**config.mk**
```make
export PLATFORM = sky130hd
export DESIGN_NAME = sbd_sqrt_fp_arbiter_flat
export DESIGN_NICKNAME = d
export VERILOG_FILES = /design/src/rtl/sbd_sqrt_fp_pkg.sv /design/src/rtl/sbd_sqrt_fp_arbiter_if.sv /design/src/rtl/sbd_rr_pick.sv /design/src/rtl/sbd_sqrt_fp_arbiter.sv /design/src/flat_wrapper.sv
export SDC_FILE = /design/constraint.sdc
export NUM_CORES = 1
export LEC_CHECK = 0
export ABC_AREA = 1
export CORE_MARGIN = 4
export CORE_UTILIZATION = 25
export CTS_CLUSTER_SIZE = 14
export DETAILED_ROUTE_END_ITERATION = 8
export PLACE_DENSITY = 0.67
export SLEW_MARGIN = 20
export SYNTH_ARGS = -nofsm -noshare
export SYNTH_HDL_FRONTEND = slang
export SYNTH_SLANG_ARGS = --single-unit
```
**constraint.sdc**
```tcl
create_clock -name CLK -period 6.8 [get_ports CLK]
set_clock_uncertainty 0.05 [all_clocks]
set_input_delay 1.02 -clock CLK [delete_from_list [all_inputs] [get_ports CLK]]
set_output_delay 1.02 -clock CLK [all_outputs]
set_load 0.1 [all_outputs]
```
**src/rtl/sbd_sqrt_fp_pkg.sv**
```systemverilog
// Shared definitions for the round-robin sqrt arbiter: state encoding,
// default datapath width and the nominal sqrt unit latency.
package sbd_sqrt_fp_pkg;

    typedef enum logic [2:0] {
        ST_IDLE  = 3'd0,
        ST_ISSUE = 3'd1,
        ST_WAIT  = 3'd2,
        ST_RESP  = 3'd3,
        ST_GAP   = 3'd4
    } state_e;

    localparam int DEF_WIDTH = 32;
    localparam int SQRT_LAT  = 27;

endpackage

```
**src/rtl/sbd_sqrt_fp_arbiter_if.sv**
```systemverilog
// Requester and sqrt-unit handshake bundle; the arbiter sits on the slave
// modport, requesters plus the sqrt datapath form the master side.
interface sbd_sqrt_fp_arbiter_if #(
    parameter int NREQ  = 4,
    parameter int WIDTH = 32
);
    logic [NREQ-1:0]       REQ_VAL;
    logic [NREQ*WIDTH-1:0] REQ_DATA;
    logic [NREQ-1:0]       REQ_RDY;
    logic [NREQ-1:0]       RSP_VAL;
    logic [NREQ-1:0]       RSP_RDY;
    logic [WIDTH-1:0]      RSP_DATA;
    logic                  SQ_VAL_IN;
    logic [WIDTH-1:0]      SQ_DATA_IN;
    logic                  SQ_VAL_OUT;
    logic [WIDTH-1:0]      SQ_DATA_OUT;

    modport master (
        output REQ_VAL, REQ_DATA, RSP_RDY, SQ_VAL_OUT, SQ_DATA_OUT,
        input  REQ_RDY, RSP_VAL, RSP_DATA, SQ_VAL_IN, SQ_DATA_IN
    );

    modport slave (
        input  REQ_VAL, REQ_DATA, RSP_RDY, SQ_VAL_OUT, SQ_DATA_OUT,
        output REQ_RDY, RSP_VAL, RSP_DATA, SQ_VAL_IN, SQ_DATA_IN
    );
endinterface

```
**src/rtl/sbd_rr_pick.sv**
```systemverilog
// Combinational round-robin picker: first asserted request at or above the
// pointer, wrapping around; returns a one-hot grant and a valid flag.
module sbd_rr_pick #(
    parameter int NREQ = 4,
    parameter int PW   = 2
) (
    input  logic [NREQ-1:0] req_i,
    input  logic [PW-1:0]   ptr_i,
    output logic [NREQ-1:0] gnt_o,
    output logic            vld_o
);
    logic [PW-1:0] idx;
    logic          found;

    always_comb begin
        gnt_o = '0;
        found = 1'b0;
        idx   = '0;
        for (int k = 0; k < NREQ; k++) begin
            idx = PW'((int'(ptr_i) + k) % NREQ);
            if (!found && req_i[idx]) begin
                gnt_o[idx] = 1'b1;
                found      = 1'b1;
            end
        end
        vld_o = found;
    end
endmodule

```
**src/rtl/sbd_sqrt_fp_arbiter.sv**
```systemverilog
// Shares one sqrt unit between NREQ requesters, one operation at a time.
// Optional watchdog on the WAIT state: define SBD_SQRT_ARB_TIMEOUT_EN.
//
// state    | meaning
// ---------+--------------------------------------------------------
// ST_IDLE  | arbitrate, accept one operand from the round-robin winner
// ST_ISSUE | one-cycle start pulse to the sqrt unit
// ST_WAIT  | operand held, waiting for the sqrt result
// ST_RESP  | result offered to the granted requester until accepted
// ST_GAP   | idle cycle so the sqrt unit's valid clears before restart
module sbd_sqrt_fp_arbiter
    import sbd_sqrt_fp_pkg::*;
#(
    parameter int NREQ    = 4,
    parameter int WIDTH   = DEF_WIDTH,
    parameter int TMO_CYC = 63
) (
    input  logic                 CLK,
    input  logic                 RST_N,
    sbd_sqrt_fp_arbiter_if.slave bus,
    output logic                 BUSY,
    output logic                 ERR
);
    localparam int PW = $clog2(NREQ);

    state_e           state_q, state_d;
    logic [PW-1:0]    ptr_q, ptr_d;
    logic [PW-1:0]    gnt_q, gnt_d;
    logic [WIDTH-1:0] op_q, op_d;
    logic [WIDTH-1:0] res_q, res_d;

    logic [NREQ-1:0]  pick_gnt;
    logic             pick_vld;
    logic [PW-1:0]    win_idx;
    logic             tmo_hit;

    sbd_rr_pick #(.NREQ(NREQ), .PW(PW)) u_pick (
        .req_i (bus.REQ_VAL),
        .ptr_i (ptr_q),
        .gnt_o (pick_gnt),
        .vld_o (pick_vld)
    );

    always_comb begin
        win_idx = '0;
        for (int k = 0; k < NREQ; k++) begin
            if (pick_gnt[k]) win_idx = PW'(k);
        end
    end

`ifdef SBD_SQRT_ARB_TIMEOUT_EN
    // cnt_q + 1 equals the number of WAIT cycles elapsed so far
    localparam logic [6:0] TMO_LIM = 7'(TMO_CYC - 1);
    logic [6:0] cnt_q, cnt_d;
    logic       err_q, err_d;

    assign tmo_hit = (state_q == ST_WAIT) && !bus.SQ_VAL_OUT && (cnt_q == TMO_LIM);

    always_comb begin
        cnt_d = cnt_q;
        err_d = err_q;
        if (state_q == ST_ISSUE) begin
            cnt_d = '0;
        end else if (state_q == ST_WAIT && !bus.SQ_VAL_OUT) begin
            if (tmo_hit) err_d = 1'b1;
            else         cnt_d = cnt_q + 7'd1;
        end
    end

    always_ff @(posedge CLK) begin
        if (!RST_N) begin
            cnt_q <= '0;
            err_q <= 1'b0;
        end else begin
            cnt_q <= cnt_d;
            err_q <= err_d;
        end
    end
`else
    logic tmo_unused;
    assign tmo_unused = (TMO_CYC == 0);
    assign tmo_hit    = 1'b0;
`endif

    always_ff @(posedge CLK) begin
        if (!RST_N) state_q <= ST_IDLE;
        else        state_q <= state_d;
    end

    always_comb begin
        state_d = state_q;
        case (state_q)
            ST_IDLE:  if (pick_vld) state_d = ST_ISSUE;
            ST_ISSUE: state_d = ST_WAIT;
            ST_WAIT:  if (bus.SQ_VAL_OUT || tmo_hit) state_d = ST_RESP;
            ST_RESP:  if (bus.RSP_RDY[gnt_q]) state_d = ST_GAP;
            ST_GAP:   state_d = ST_IDLE;
            default:  state_d = ST_IDLE;
        endcase
    end

    always_comb begin
        bus.REQ_RDY    = (state_q == ST_IDLE) ? pick_gnt : '0;
        bus.RSP_VAL    = (state_q == ST_RESP) ? (NREQ'(1) << gnt_q) : '0;
        bus.RSP_DATA   = res_q;
        bus.SQ_VAL_IN  = (state_q == ST_ISSUE);
        bus.SQ_DATA_IN = op_q;
        BUSY           = (state_q != ST_IDLE);
`ifdef SBD_SQRT_ARB_TIMEOUT_EN
        ERR            = err_q;
`else
        ERR            = 1'b0;
`endif
    end

    always_comb begin
        ptr_d = ptr_q;
        gnt_d = gnt_q;
        op_d  = op_q;
        res_d = res_q;
        if (state_q == ST_IDLE && pick_vld) begin
            gnt_d = win_idx;
            ptr_d = (win_idx == PW'(NREQ - 1)) ? '0 : win_idx + PW'(1);
            op_d  = bus.REQ_DATA[win_idx*WIDTH +: WIDTH];
        end
        // results outside WAIT are stray pulses and must not disturb res_q
        if (state_q == ST_WAIT) begin
            if (bus.SQ_VAL_OUT) res_d = bus.SQ_DATA_OUT;
            else if (tmo_hit)   res_d = '1;
        end
    end

    always_ff @(posedge CLK) begin
        if (!RST_N) begin
            ptr_q <= '0;
            gnt_q <= '0;
            op_q  <= '0;
            res_q <= '0;
        end else begin
            ptr_q <= ptr_d;
            gnt_q <= gnt_d;
            op_q  <= op_d;
            res_q <= res_d;
        end
    end
endmodule

```
**src/flat_wrapper.sv**
```systemverilog
// flat-port wrapper written by rule: the top's interface ports become plain ports
module sbd_sqrt_fp_arbiter_flat import sbd_sqrt_fp_pkg::*;
#(
    parameter int NREQ    = 4,
    parameter int WIDTH   = DEF_WIDTH,
    parameter int TMO_CYC = 63
)
  (CLK, RST_N, BUSY, ERR, bus_REQ_VAL, bus_REQ_DATA, bus_RSP_RDY, bus_SQ_VAL_OUT, bus_SQ_DATA_OUT, bus_REQ_RDY, bus_RSP_VAL, bus_RSP_DATA, bus_SQ_VAL_IN, bus_SQ_DATA_IN);
  sbd_sqrt_fp_arbiter_if #(.NREQ(NREQ), .WIDTH(WIDTH)) bus_i ();
  input  logic CLK;
  input  logic RST_N;
  output logic BUSY;
  output logic ERR;
  input wire logic [$bits(bus_i.REQ_VAL)-1:0] bus_REQ_VAL;
  input wire logic [$bits(bus_i.REQ_DATA)-1:0] bus_REQ_DATA;
  input wire logic [$bits(bus_i.RSP_RDY)-1:0] bus_RSP_RDY;
  input wire logic [$bits(bus_i.SQ_VAL_OUT)-1:0] bus_SQ_VAL_OUT;
  input wire logic [$bits(bus_i.SQ_DATA_OUT)-1:0] bus_SQ_DATA_OUT;
  output wire logic [$bits(bus_i.REQ_RDY)-1:0] bus_REQ_RDY;
  output wire logic [$bits(bus_i.RSP_VAL)-1:0] bus_RSP_VAL;
  output wire logic [$bits(bus_i.RSP_DATA)-1:0] bus_RSP_DATA;
  output wire logic [$bits(bus_i.SQ_VAL_IN)-1:0] bus_SQ_VAL_IN;
  output wire logic [$bits(bus_i.SQ_DATA_IN)-1:0] bus_SQ_DATA_IN;
  assign bus_i.REQ_VAL = bus_REQ_VAL;
  assign bus_i.REQ_DATA = bus_REQ_DATA;
  assign bus_i.RSP_RDY = bus_RSP_RDY;
  assign bus_i.SQ_VAL_OUT = bus_SQ_VAL_OUT;
  assign bus_i.SQ_DATA_OUT = bus_SQ_DATA_OUT;
  assign bus_REQ_RDY = bus_i.REQ_RDY;
  assign bus_RSP_VAL = bus_i.RSP_VAL;
  assign bus_RSP_DATA = bus_i.RSP_DATA;
  assign bus_SQ_VAL_IN = bus_i.SQ_VAL_IN;
  assign bus_SQ_DATA_IN = bus_i.SQ_DATA_IN;
  sbd_sqrt_fp_arbiter #(.NREQ(NREQ), .WIDTH(WIDTH), .TMO_CYC(TMO_CYC)) u_core (.CLK(CLK), .RST_N(RST_N), .bus(bus_i), .BUSY(BUSY), .ERR(ERR));
endmodule
```
==> summary.txt, run 1 <==
core box area -> 0.0180 sq mm
share of cells above drive strength 1 -> 6.65%
drt total wl -> 16.5 mm
Vias/cell -> 4.45
area of the die -> 0.0205 sq mm
multi-input logic area -> 0.00243 sq mm
root buffer cell -> clkbuf_16
Max Fclk -> 0.215 GHz
Die X -> 143 microns
synthesized area per cell -> 6.30 sq um
largest net degree at the start of global routing -> 67
Syn Inst Count -> 725
crit start category -> input pin
Final period util -> 68.5%
Vias -> 5232
CP arrival -> 3.59 ns
Primary FF master, synth -> dfxtp_1
CTS resizes -> 0
RD Place Congestion -> 0.865
top-count cell post-synth -> nand2_1
crit path to -> bus_REQ_RDY[2]
clock buffer depth -> 2
Crit Path Max Fanout -> 4
Worst-path clk slew -> 0.06 ns
Die Y-Extent -> 143 microns
R2R Setup Slk -> 2.75 ns
Worst R2R End -> u_core.bus.SQ_DATA_IN[1]
top cells by area, synth -> dfxtp_1 (31%), nand2_1 (14%), inv_1 (10%)
list of most frequent post-synthesis cells -> nand2_1 (171), inv_1 (125), o21ai_0 (86)
DRT iter0 DRCs -> 148
mapped cell area -> 0.00457 sq mm
IO buf count -> 244
Placed Cells -> 1161
Final Non-Filler Cells -> 1176
max-slew violation count -> 0
DR WL/cell -> 14.0 microns
Setup Fix Bufs, Post-CTS -> 0
Critical Path Sink Type -> output pin
EDFF count, synth -> 0
# setup viols final -> 0
# clock sinks -> 71
area added between synthesis and finish -> 61.8%
synth unique cells -> 32
max-cap viol count -> 0
CTS tree -> yes
DR pass1 iterations -> 5
status -> finished clean
initial antenna violation count -> 1
Rows -> 49
r2r startpoint -> u_core.ptr_q[0]
number of global-route vias before repair -> 4959
worst reg-to-reg path cell count -> 17
max-slew headroom at the worst pin -> 29.4%
first-pass GRT wire length -> 25.6 mm
IO Pins -> 246
Post-DRT Antenna Nets -> 0
worst slew pin tran -> 1.06 ns
DRC Markers -> 0
top cell type's share of synthesized area -> 31.1%
Layout Nets -> 1120
sequential-to-total area share from yosys stat -> 31.1%
layout filler cell count -> 1878
Tmin final -> 4.66 ns
worst min path class -> flop to flop
RSZ-0062 raised after global routing -> false
worst setup path startpoint -> bus_REQ_VAL[0]
endpoints failing hold -> 0
Setup TNS -> 0 ns
cts bufs inserted -> 9
flops & latches, synth -> 71
Clock H-tree levels -> 3
area leader, netlist -> dfxtp_1
GR Overflow Total -> 0
CP Class -> input pin to output pin
Crit path required time -> 5.73 ns
n_diodes -> 0
Initial Util -> 25.4%
hold_buf cts -> 0
worst skew pair latency -> 0.33 ns
Async SR Flop Fraction -> 0%
Syn Nets -> 902
FF+latch area -> 0.00142 sq mm
gr usage total -> 15.7%
yosys warns -> 0
dpl hpwl -> 11.9 mm
-- routing by layer --
metal  up-vias  share of wire [%]  track usage, %
li1       2711                  -               -
met1      2273                 41            18.7
met2       219                 45            25.6
met3        27                 12            6.73
met4         2                1.9            5.05
met5         -              0.079               0
-- logic make-up after synthesis --
kind of cell | share of synthesized area, %
simple gates | 28.1
compound gates | 22.8
buf+inv | 16.0
flops | 31.1
fa+ha+maj | 1.64
mux | 0.219
other cells | 0.0820
-- metrics by stage --
stage | utilization [%] | hold WS (ns) | setup slack, ns | area (sq um)
after floorplan | - | 0.440 | 2.43 | 4570
after global placement | 39.5 | 0.382 | 2.20 | 7100
after detailed placement | 39.5 | 0.387 | 2.13 | 7100
after CTS | 41.1 | 0.396 | 2.12 | 7390
after global routing | 41.2 | 0.406 | 1.93 | 7400
final | 41.2 | 0.393 | 2.14 | 7400
-- cell usage in the layout (no fill, tap or decap), types with 2 or more instances in the layout --
| cell type | synthesis | layout |
|---|---|---|
| clkdlybuf4s50_1 | 0 | 243 |
| nand3b_1 | 32 | 32 |
| inv_1 | 125 | 125 |
| nand2_1 | 171 | 171 |
| nand3_1 | 23 | 22 |
| dfxtp_1 | 71 | 71 |
| nand2_2 | 6 | 6 |
| nor2_1 | 36 | 36 |
| a21oi_1 | 75 | 75 |
| a21oi_2 | 23 | 23 |
| clkinv_2 | 0 | 4 |
| ha_1 | 6 | 6 |
| clkbuf_16 | 0 | 9 |
| clkinv_1 | 2 | 2 |
| nor2_4 | 2 | 2 |
| nand3_2 | 2 | 2 |
| nor3_1 | 7 | 7 |
| o21ai_0 | 86 | 86 |
| buf_4 | 6 | 6 |
| nor2_2 | 3 | 3 |
-- worst min-delay path by stage --
| stage | start | to | slack (ns) | cells past startpoint |
|---|---|---|---|---|
| after global routing | u_core.bus.RSP_DATA[29] | u_core.bus.RSP_DATA[29] | 0.41 | 2 |
| final | u_core.bus.RSP_DATA[17] | u_core.bus.RSP_DATA[17] | 0.39 | 2 |
| after CTS | u_core.bus.RSP_DATA[13] | u_core.bus.RSP_DATA[13] | 0.40 | 2 |
| after floorplan | u_core.state_q[1] | u_core.state_q[1] | 0.44 | 2 |
| after detailed placement | u_core.bus.RSP_DATA[29] | u_core.bus.RSP_DATA[29] | 0.39 | 2 |
| after global placement | u_core.bus.RSP_DATA[0] | u_core.bus.RSP_DATA[0] | 0.38 | 2 |
-- layout make-up --
class	instances	share of cell area (%)
sequential	71	19.2
multi-input combinational	481	32.8
clock buffer	9	3.04
inverter	130	6.65
tap	229	3.87
clock inverter	6	0.829
timing repair buffer	250	33.6
-- flip-flops by register name, summed over array words and instances (netlist names) --
signal	flops
u_core.bus.RSP_DATA	32
u_core.bus.SQ_DATA_IN	32
u_core.gnt_q	2
u_core.ptr_q	2
u_core.state_q	3
-- worst max-delay path: stages --
cell and delay (ns):
clkdlybuf4s50_1 0.51, inv_1 0.05, nand2_1 0.08, nand3_1 0.08
nand2_1 0.11, nand4_1 0.18, nor2_1 0.24, nor2_4 0.08
nor2_1 0.09, clkdlybuf4s50_1 1.14
Power of run 1 is not shown: default switching activity piles up to over one toggle a cycle in this logic, so the estimate is an artifact.
==> run 2, diff against run 1 <==
--- a/config.mk
+++ b/config.mk
@@ -10,7 +10,7 @@
 export CORE_UTILIZATION = 25
 export CTS_CLUSTER_SIZE = 14
 export DETAILED_ROUTE_END_ITERATION = 8
-export PLACE_DENSITY = 0.67
+export PLACE_DENSITY = 0.69
 export SLEW_MARGIN = 20
 export SYNTH_ARGS = -nofsm -noshare
 export SYNTH_HDL_FRONTEND = slang
==> constraint.sdc (replaced) <==
create_clock -name CLK -period 4.15 [get_ports CLK]
set_clock_uncertainty 0.05 [all_clocks]
set_input_delay 0.6225 -clock CLK [delete_from_list [all_inputs] [get_ports CLK]]
set_output_delay 0.6225 -clock CLK [all_outputs]
set_load 0.1 [all_outputs]
==> summary.txt, run 2 (synthesis gave the netlist of run 1 again) <==
status -> finished clean (unchanged)
dpl hpwl -> 12.5 mm (was 11.9 mm)
commonest non-fill, non-tap cell in the layout -> clkdlybuf4s50_1 (unchanged)
root buffer cell -> clkbuf_16 (unchanged)
Vias/cell -> 4.49 (was 4.45)
largest net degree at the start of global routing -> 65 (was 67)
endpoints failing hold -> 0 (unchanged)
initial antenna violation count -> 0 (was 1)
CP Class -> flop to output pin (was input pin to output pin)
wl on met1 -> 6.92 mm (was 6.82 mm)
DRC Markers -> 0 (unchanged)
Worst-path clk slew -> 0.06 ns (about the same)
worst skew pair latency -> 0.34 ns (was 0.33 ns)
Worst Path Buf+Inv -> 3 (unchanged)
crit-path cells -> inv_1, ha_1, inv_1, nand3_1, nand2_1, nand4_1, nor2_1, nor2_4, nor2_1, buf_4 (was clkdlybuf4s50_1, inv_1, nand2_1, nand3_1, nand2_1, nand4_1, nor2_1, nor2_4, nor2_1, clkdlybuf4s50_1)
DRT iter0 DRCs -> 171 (was 148)
Slowest-stage cell, CP -> dfxtp_1 (was clkdlybuf4s50_1)
worst slew pin tran -> 1.07 ns (was 1.06 ns)
IO buf count -> 244 (unchanged)
Clock H-tree levels -> 3 (unchanged)
max-cap viol count -> 0 (unchanged)
Post-DRT Antenna Nets -> 0 (unchanged)
area of the die -> 0.0205 sq mm (unchanged)
Final period util -> 81.1%
CP arrival -> 2.69 ns (was 3.59 ns)
Critical Path Sink Type -> output pin (unchanged)
Layout Nets -> 1125 (was 1120)
Max Fclk -> 0.297 GHz
area added between synthesis and finish -> 63.1% (was 61.8%)
RD Place Congestion -> 0.886 (was 0.865)
DR WL met2 -> 7.34 mm (was 7.41 mm)
Vias -> 5306 (was 5232)
Setup TNS -> 0 ns (unchanged)
# clock sinks -> 71 (unchanged)
max-slew violation count -> 0 (unchanged)
cts bufs inserted -> 9 (unchanged)
core box area -> 0.0180 sq mm (unchanged)
clock buffer depth -> 2 (unchanged)
Crit Path Max Fanout -> 9 (was 4)
Die X -> 143 microns (unchanged)
DR WL/cell -> 14.0 microns (about the same)
worst min path class -> flop to flop (unchanged)
hold_buf cts -> 0 (unchanged)
RSZ-0062 raised after global routing -> false (unchanged)
top layer used by detailed routing -> met4 (was met5)
number of global-route vias before repair -> 4987 (was 4959)
Final Non-Filler Cells -> 1182 (was 1176)
most frequent cells in the layout -> clkdlybuf4s50_1 (239), nand2_1 (171), inv_1 (125), o21ai_0 (86), a21oi_1 (75) (was clkdlybuf4s50_1 (243), nand2_1 (171), inv_1 (125), o21ai_0 (86), a21oi_1 (75))
CTS tree -> yes (unchanged)
DR pass1 iterations -> 4 (was 5)
Crit path max-delay family -> simple AND/OR/NAND/NOR gates (was buffers and inverters)
gr usage total -> 15.5% (was 15.7%)
critical path's largest stage delay -> 0.53 ns (was 1.14 ns)
crit start category -> flop (was input pin)
IO Pins -> 246 (unchanged)
Rows -> 49 (unchanged)
layout filler cell count -> 1876 (was 1878)
Die Y-Extent -> 143 microns (unchanged)
Setup Fix Bufs, Post-CTS -> 0 (unchanged)
CTS resizes -> 0 (unchanged)
Placed Cells -> 1166 (was 1161)
first-pass GRT wire length -> 25.2 mm (was 25.6 mm)
GR Overflow Total -> 0 (unchanged)
max-slew headroom at the worst pin -> 28.7% (was 29.4%)
Crit path required time -> 3.48 ns (was 5.73 ns)
routed wl met3 -> 1.81 mm (was 1.93 mm)
share of cells above drive strength 1 -> 7.56% (was 6.65%)
# setup viols final -> 0 (unchanged)
Initial Util -> 25.4% (unchanged)
drt total wl -> 16.5 mm (about the same)
Tmin final -> 3.37 ns
==> run 2: cell types whose count changed in the layout (fill, tap and decap cells not counted), sizes merged <==
cell	delta
inv	+1
clkinvlp	-1
clkdlybuf4s50	-4
clkbuf	+1
diode	+1
clkinv	-1
buf	+9
==> run 2: worst reg2reg max path, cell delays in order (launching register included) <==
cell,delay [ns]
dfxtp_1,0.53
inv_1,0.20
ha_1,0.36
inv_1,0.10
nand3_1,0.08
nand2_1,0.15
nand2_2,0.09
nor2_2,0.12
nand3_1,0.10
nand2_1,0.13
nand2_2,0.26
nand2_1,0.17
buf_4,0.25
nand2_1,0.11
nand2_1,0.08
nand3_1,0.06
nand2_1,0.09
inv_1,0.03
==> run 2: path summary, 6_finish.rpt <==
check,slack (ns),end,cells past startpoint,from
worst max register to register,1.07,u_core.bus.SQ_DATA_IN[0],17,u_core.ptr_q[1]
worst max-delay path,0.78,bus_REQ_RDY[2],10,u_core.ptr_q[1]
worst min register to register,0.39,u_core.bus.RSP_DATA[29],2,u_core.bus.RSP_DATA[29]
worst min-delay path,0.39,u_core.bus.RSP_DATA[29],2,u_core.bus.RSP_DATA[29]
==> run 2: per-layer routing <==
layer / vias to the layer above / global-route usage, %
met3: 32 / 6.73
met2: 226 / 25.4
met1: 2321 / 17.9
li1: 2727 / -
met5: - / 0
met4: 0 / 6.39
==> run 2: layout make-up <==
class | instances | area [sq um] | share of cell area [%]
Tap cell | 229 | 287 | 3.84
Inverter | 130 | 490 | 6.58
Antenna cell | 1 | 2.50 | 0.0336
Timing Repair Buffer | 255 | 2530 | 34.0
Clock buffer | 10 | 239 | 3.21
Multi-Input combinational cell | 481 | 2420 | 32.5
Clock inverter | 5 | 57.6 | 0.772
Sequential cell | 71 | 1420 | 19.1
==> run 2: per-stage QoR <==
stage	hold WS, ns	setup WS, ns	instance area, sq um	utilization, %
2_1_floorplan	0.440	0.303	4570	-
3_3_place_gp	0.381	1.10	7150	39.8
3_5_place_dp	0.386	1.08	7150	39.8
4_1_cts	0.395	0.754	7450	41.5
5_1_grt	0.411	0.567	7450	41.5
6_report	0.391	0.785	7450	41.5
Power of run 2 is left out for the same reason.
